## src/rtl/bcd_stopwatch_pkg.sv

```systemverilog
// Shared types and constants for the tenths-resolution BCD stopwatch.
package stopwatch_pkg;

  typedef enum logic [1:0] {
    IDLE   = 2'd0,
    RUN    = 2'd1,
    PAUSED = 2'd2,
    LAP    = 2'd3
  } state_t;

  localparam int unsigned DIGIT_W   = 4;
  localparam int unsigned UNITS_MAX = 9;

endpackage

```

## src/rtl/bcd_stopwatch_if.sv

```systemverilog
// Control pulses, tick level and display outputs of the stopwatch.
interface bcd_stopwatch_if;
  logic        tick;
  logic        start_stop;
  logic        clear;
  logic        lap;
  logic [15:0] bcd_out;
  logic        running;
  logic        lap_active;
  logic        wrapped;

  modport master (
    output tick, start_stop, clear, lap,
    input  bcd_out, running, lap_active, wrapped
  );

  modport slave (
    input  tick, start_stop, clear, lap,
    output bcd_out, running, lap_active, wrapped
  );
endinterface

```

## src/rtl/bcd_stopwatch_digit.sv

```systemverilog
// One BCD counter digit; wraps to 0 past MAX, carry-out signalled via at_max.
module bcd_digit
  import stopwatch_pkg::*;
#(
  parameter int unsigned MAX = UNITS_MAX
) (
  input  logic               clock,
  input  logic               reset,
  input  logic               clear_i,
  input  logic               inc_i,
  output logic [DIGIT_W-1:0] value,
  output logic               at_max
);

  localparam logic [DIGIT_W-1:0] MAX_V = DIGIT_W'(MAX);

  assign at_max = (value == MAX_V);

  always_ff @(posedge clock or posedge reset) begin
    if (reset)
      value <= '0;
    else if (clear_i)
      value <= '0;
    else if (inc_i)
      value <= at_max ? '0 : value + DIGIT_W'(1);
  end

endmodule

```

## src/rtl/bcd_stopwatch.sv

```systemverilog
// M:SS.t stopwatch: run/pause/lap FSM, tick edge detect, cascaded BCD count.
module bcd_stopwatch
  import stopwatch_pkg::*;
#(
  parameter int unsigned MIN_MAX      = 9,
  parameter int unsigned SEC_TENS_MAX = 5
) (
  input  logic              clock,
  input  logic              reset,
  bcd_stopwatch_if.slave    sw
);

  state_t state, state_next;

  logic               tick_q;
  logic               step;
  logic               clear_count;
  logic               wrap_now;
  logic [15:0]        count;
  logic [15:0]        frozen;
  logic               wrapped_q;
  logic [DIGIT_W-1:0] tenths, sec_units, sec_tens, minutes;
  logic               max_tenths, max_units, max_tens, max_min;

  // Step uses the pre-transition state, so the entering start_stop edge never counts.
  assign step        = sw.tick & ~tick_q & ((state == RUN) || (state == LAP));
  assign clear_count = sw.clear & ((state == IDLE) || (state == PAUSED));
  assign wrap_now    = step & max_tenths & max_units & max_tens & max_min;
  assign count       = {minutes, sec_tens, sec_units, tenths};

  bcd_digit #(.MAX(UNITS_MAX)) u_tenths (
    .clock   (clock),
    .reset   (reset),
    .clear_i (clear_count),
    .inc_i   (step),
    .value   (tenths),
    .at_max  (max_tenths)
  );

  bcd_digit #(.MAX(UNITS_MAX)) u_sec_units (
    .clock   (clock),
    .reset   (reset),
    .clear_i (clear_count),
    .inc_i   (step & max_tenths),
    .value   (sec_units),
    .at_max  (max_units)
  );

  bcd_digit #(.MAX(SEC_TENS_MAX)) u_sec_tens (
    .clock   (clock),
    .reset   (reset),
    .clear_i (clear_count),
    .inc_i   (step & max_tenths & max_units),
    .value   (sec_tens),
    .at_max  (max_tens)
  );

  bcd_digit #(.MAX(MIN_MAX)) u_minutes (
    .clock   (clock),
    .reset   (reset),
    .clear_i (clear_count),
    .inc_i   (step & max_tenths & max_units & max_tens),
    .value   (minutes),
    .at_max  (max_min)
  );

  always_ff @(posedge clock or posedge reset) begin
    if (reset)
      state <= IDLE;
    else
      state <= state_next;
  end

  always_comb begin
    state_next = state;
    unique case (state)
      IDLE: begin
        if (sw.clear)           state_next = IDLE;
        else if (sw.start_stop) state_next = RUN;
      end
      RUN: begin
        if (sw.start_stop)      state_next = PAUSED;
        else if (sw.lap)        state_next = LAP;
      end
      LAP: begin
        if (sw.start_stop)      state_next = PAUSED;
        else if (sw.lap)        state_next = RUN;
      end
      PAUSED: begin
        if (sw.clear)           state_next = IDLE;
        else if (sw.start_stop) state_next = RUN;
      end
      default:                  state_next = IDLE;
    endcase
  end

  always_comb begin
    sw.running    = (state == RUN) || (state == LAP);
    sw.lap_active = (state == LAP);
    sw.bcd_out    = (state == LAP) ? frozen : count;
    sw.wrapped    = wrapped_q;
  end

  // Frozen value captures the pre-step count on the edge that enters LAP.
  always_ff @(posedge clock or posedge reset) begin
    if (reset) begin
      tick_q    <= 1'b0;
      frozen    <= '0;
      wrapped_q <= 1'b0;
    end else begin
      tick_q    <= sw.tick;
      wrapped_q <= wrap_now;
      if ((state == RUN) && sw.lap && !sw.start_stop)
        frozen <= count;
    end
  end

endmodule

```

## src/flat_wrapper.sv

```systemverilog
// flat-port wrapper written by rule: the top's interface ports become plain ports
module bcd_stopwatch_flat import stopwatch_pkg::*;
#(
  parameter int unsigned MIN_MAX      = 9,
  parameter int unsigned SEC_TENS_MAX = 5
)
  (clock, reset, sw_tick, sw_start_stop, sw_clear, sw_lap, sw_bcd_out, sw_running, sw_lap_active, sw_wrapped);
  bcd_stopwatch_if sw_i ();
  input  logic clock;
  input  logic reset;
  input wire logic [$bits(sw_i.tick)-1:0] sw_tick;
  input wire logic [$bits(sw_i.start_stop)-1:0] sw_start_stop;
  input wire logic [$bits(sw_i.clear)-1:0] sw_clear;
  input wire logic [$bits(sw_i.lap)-1:0] sw_lap;
  output wire logic [$bits(sw_i.bcd_out)-1:0] sw_bcd_out;
  output wire logic [$bits(sw_i.running)-1:0] sw_running;
  output wire logic [$bits(sw_i.lap_active)-1:0] sw_lap_active;
  output wire logic [$bits(sw_i.wrapped)-1:0] sw_wrapped;
  assign sw_i.tick = sw_tick;
  assign sw_i.start_stop = sw_start_stop;
  assign sw_i.clear = sw_clear;
  assign sw_i.lap = sw_lap;
  assign sw_bcd_out = sw_i.bcd_out;
  assign sw_running = sw_i.running;
  assign sw_lap_active = sw_i.lap_active;
  assign sw_wrapped = sw_i.wrapped;
  bcd_stopwatch #(.MIN_MAX(MIN_MAX), .SEC_TENS_MAX(SEC_TENS_MAX)) u_core (.clock(clock), .reset(reset), .sw(sw_i));
endmodule
```

## config.mk

```make
export PLATFORM = sky130hd
export DESIGN_NAME = bcd_stopwatch_flat
export DESIGN_NICKNAME = d
export VERILOG_FILES = /design/src/rtl/bcd_stopwatch_pkg.sv /design/src/rtl/bcd_stopwatch_if.sv /design/src/rtl/bcd_stopwatch_digit.sv /design/src/rtl/bcd_stopwatch.sv /design/src/flat_wrapper.sv
export SDC_FILE = /design/constraint.sdc
export NUM_CORES = 1
export LEC_CHECK = 0
export ABC_AREA = 1
export CORE_MARGIN = 1.5
export CORE_UTILIZATION = 35
export DETAILED_ROUTE_END_ITERATION = 8
export PLACE_DENSITY = 0.63
export SLEW_MARGIN = 20
export SYNTH_ARGS = -nofsm -noshare
export SYNTH_HDL_FRONTEND = slang
export SYNTH_HIERARCHICAL = 1
export SYNTH_SLANG_ARGS = --single-unit
export TNS_END_PERCENT = 1
```

## constraint.sdc

```tcl
create_clock -name clock -period 4.1 [get_ports clock]
set_clock_uncertainty 0.15 [all_clocks]
set_input_delay 0.82 -clock clock [delete_from_list [all_inputs] [get_ports clock]]
set_output_delay 0.82 -clock clock [all_outputs]
set_load 0.01 [all_outputs]
```

==> impl_metrics.toml <==
[synthesis]
synth_area_leaders = "dfrtp_1, nand2_1, inv_1"
synthMostInstantiatedCell = "nand2_1"
synth-warning-count = 6
syn-instance-count = 281
synth_top_area_frac = 0.421
ys_ff_latch = 36
syn_avg_cell_area_um2 = 7.62
async_reset_ff_frac = 1.00
synth_nets = 295
synth_top_cell_by_area = "dfrtp_1"
synthTopCellsByCount = "nand2_1, inv_1, dfrtp_1"
synth_ff_type = "dfrtp_1"
synth_area_um2 = 2140
seq_area_frac_synth = 0.421
synth-edff-count = 0
synth_cell_type_count = 18

[hold_path]
holdPathEnd = "u_core/frozen[15]"
hold_path.class = "register to register"
hold_depth = 2
hold_start = "u_core/frozen[15]"

[global_route]
track_usage = 0.139
grt_first_pass_wirelength_mm = 7.00
grt_pass1_vias = 1613
grt-ovfl-total = 0
grt_max_degree = 34
antenna_found_initial = 0

[setup_path]
ff2ff_setup_slack_ns = 2.25
path_common_cell = "nand2_1"
cp.required_ns = 3.13
cp_max_fo = 33
max_stage_delay_ns = 0.58
crit_path_start_kind = "register"
worst-path-buf-inv = 2
r2r_cells = 12
end_kind = "primary output"
path_cells = "nand2_1 -> inv_2 -> nand2_1 -> o21ai_0 -> clkdlybuf4s50_1"
cp_top_family = "buffers and inverters"
slowest_stage = "clkdlybuf4s50_1"
critPathArrivalTime_ns = 1.99
crit-reg2reg-launch = "u_core/u_sec_units/value[1]"
crit_type = "register to primary output"
r2r_end = "u_core/u_minutes/value[2]"

[power]
p_switching_uw = 189
p_int_uw = 536
p_comb_frac = 0.114
p_clk_frac = 0.357
leakagePower_uw = 0.00117
p_total_uw = 725
ir_worst_vdd_v = 0.000110
seq_power_share = 0.529
power_density_nw_per_um2 = 290
swShare = 0.261

[cells_and_area]
finish.instance_area_um2 = 2500
layout.nets = 319
num_antenna_cells = 0
drive_above_1_share = 0.134
stdcell_count = 381
area_growth_pct = 16.6

[sta]
post-route-min-period_ns = 2.96
hold_viol = 0
rsz0062_at_grt = "false"
slew_viol_final = 0
fin_ws_ns = 1.14
setup_viol = 0
setup-tns-final_ns = 0
period_share = 0.722
max_slew.worst_pin.slew_ns = 0.819
max_freq_mhz = 338
slew_headroom = 0.454

[floorplan]
core_area_um2 = 5920
die_area_um2 = 6600
die_h_um = 81.2
num_rows = 28
io_pins = 25
dieWidth_um = 81.2
start_util = 0.362

[cts]
ctsHoldBuffers = 0
clockBufferDepth = 2
cts_tree = "yes"
cts_setup_buffers = 0
cts.clk_slew.worst_paths_ns = 0.07
cts_resized = 0
clkSinkCount = 36
cts_buffers = 5
clk_latency_ns = 0.29
cts-htree-levels = 2
root_buffer = "clkbuf_8"

[route]
top_layer = "met4"
wl_met2_mm = 1.90
vias = 1733
wl_met3_um = 131
drt_iter0_markers = 91
wl_met1_mm = 1.94
wl_per_cell_um = 10.6
ant_nets = 0
viasPerCell = 4.55
drc = 0
wl_mm = 4.05
drtPass1Iterations = 4

[place]
dp_hpwl_mm = 2.97
gp_congestion = 0.818
dp_cells = 373
place_worst_setup_slack_ns = 1.40
placed_area_um2 = 2400
io_buffers = 24

[job]
drv_cap = 0

[run_status]
outcome = "complete, no violations"
==> kinds of logic after synthesis <==
family / count (synthesis) / share of synthesized area
and+or+nand+nor: 126 / 0.256
buffers and inverters: 65 / 0.135
AOI/OAI and AO/OA: 46 / 0.141
DFF: 36 / 0.421
adders and majority gates: 8 / 0.0468
==> power by group through the flow <==
stage | Sequential [uW] | Clock, uW | Combinational, uW
after detailed placement | 390 | 0 | 83.8
after CTS | 383 | 269 | 84.2
final | 383 | 259 | 82.5
after global placement | 390 | 0 | 82.7
after floorplan | 388 | 0 | 63.5
after global routing | 386 | 289 | 94.5
==> through the flow <==
step                      hold WS (ns)  utilization
after CTS                        0.337        0.422
final                            0.333        0.422
after floorplan                  0.305            -
after detailed placement         0.318        0.406
after global routing             0.359        0.422
after global placement           0.315        0.406
==> cells in the final DEF (no fill, tap or decap), drive strengths merged <==
cell and n:
a21oi 2, clkbuf 6, clkdlybuf4s50 24, clkinv 2, dfrtp 36, ha 8
inv 58, nand2 84, nand3 20, nand4 5, nor2 17, o21ai 42
o21bai 2
==> tightest hold or removal path, delay by kind of cell, from the launching register on <==
kind               cells  cell delay (ns)
and+or+nand+nor        1             0.06
AOI/OAI and AO/OA      1             0.05
DFF                    1             0.34
==> routing by layer <==
metal  vias up  global-route usage
met4         0              0.0621
met3         8              0.0348
met1       777               0.160
li1        920                   -
met2        28               0.243
met5         -                   0
==> worst max path at each step <==
stage	startpoint	slack, ns	cells past startpoint	to
6_report	u_core/state[0]	1.14	5	sw_bcd_out[7]
5_1_grt	u_core/state[0]	0.95	5	sw_bcd_out[11]
4_1_cts	u_core/state[0]	1.10	5	sw_bcd_out[7]
3_5_place_dp	sw_start_stop	1.40	5	u_core/frozen[10]
3_3_place_gp	sw_start_stop	1.42	5	u_core/frozen[10]
2_1_floorplan	u_core/state[0]	2.15	4	sw_bcd_out[11]
==> final cells by class <==
class / instances / area (um^2)
repair buffers: 24 / 240
inverters: 58 / 218
fillers: 629 / 3420
clock inverters: 2 / 10.0
clock buffers: 6 / 82.6
well taps: 75 / 93.8
multi-input cells: 180 / 951
flip-flops and latches: 36 / 901
==> state kept, by name (all words and copies together), names as in the netlist <==
register,cells
u_core/u_tenths/value,4
u_core/tick_q,1
u_core/state,2
u_core/frozen,16
u_core/sw.wrapped,1
u_core/u_sec_units/value,4
u_core/u_minutes/value,4
u_core/u_sec_tens/value,4
Power figures use the tool's default switching activity.
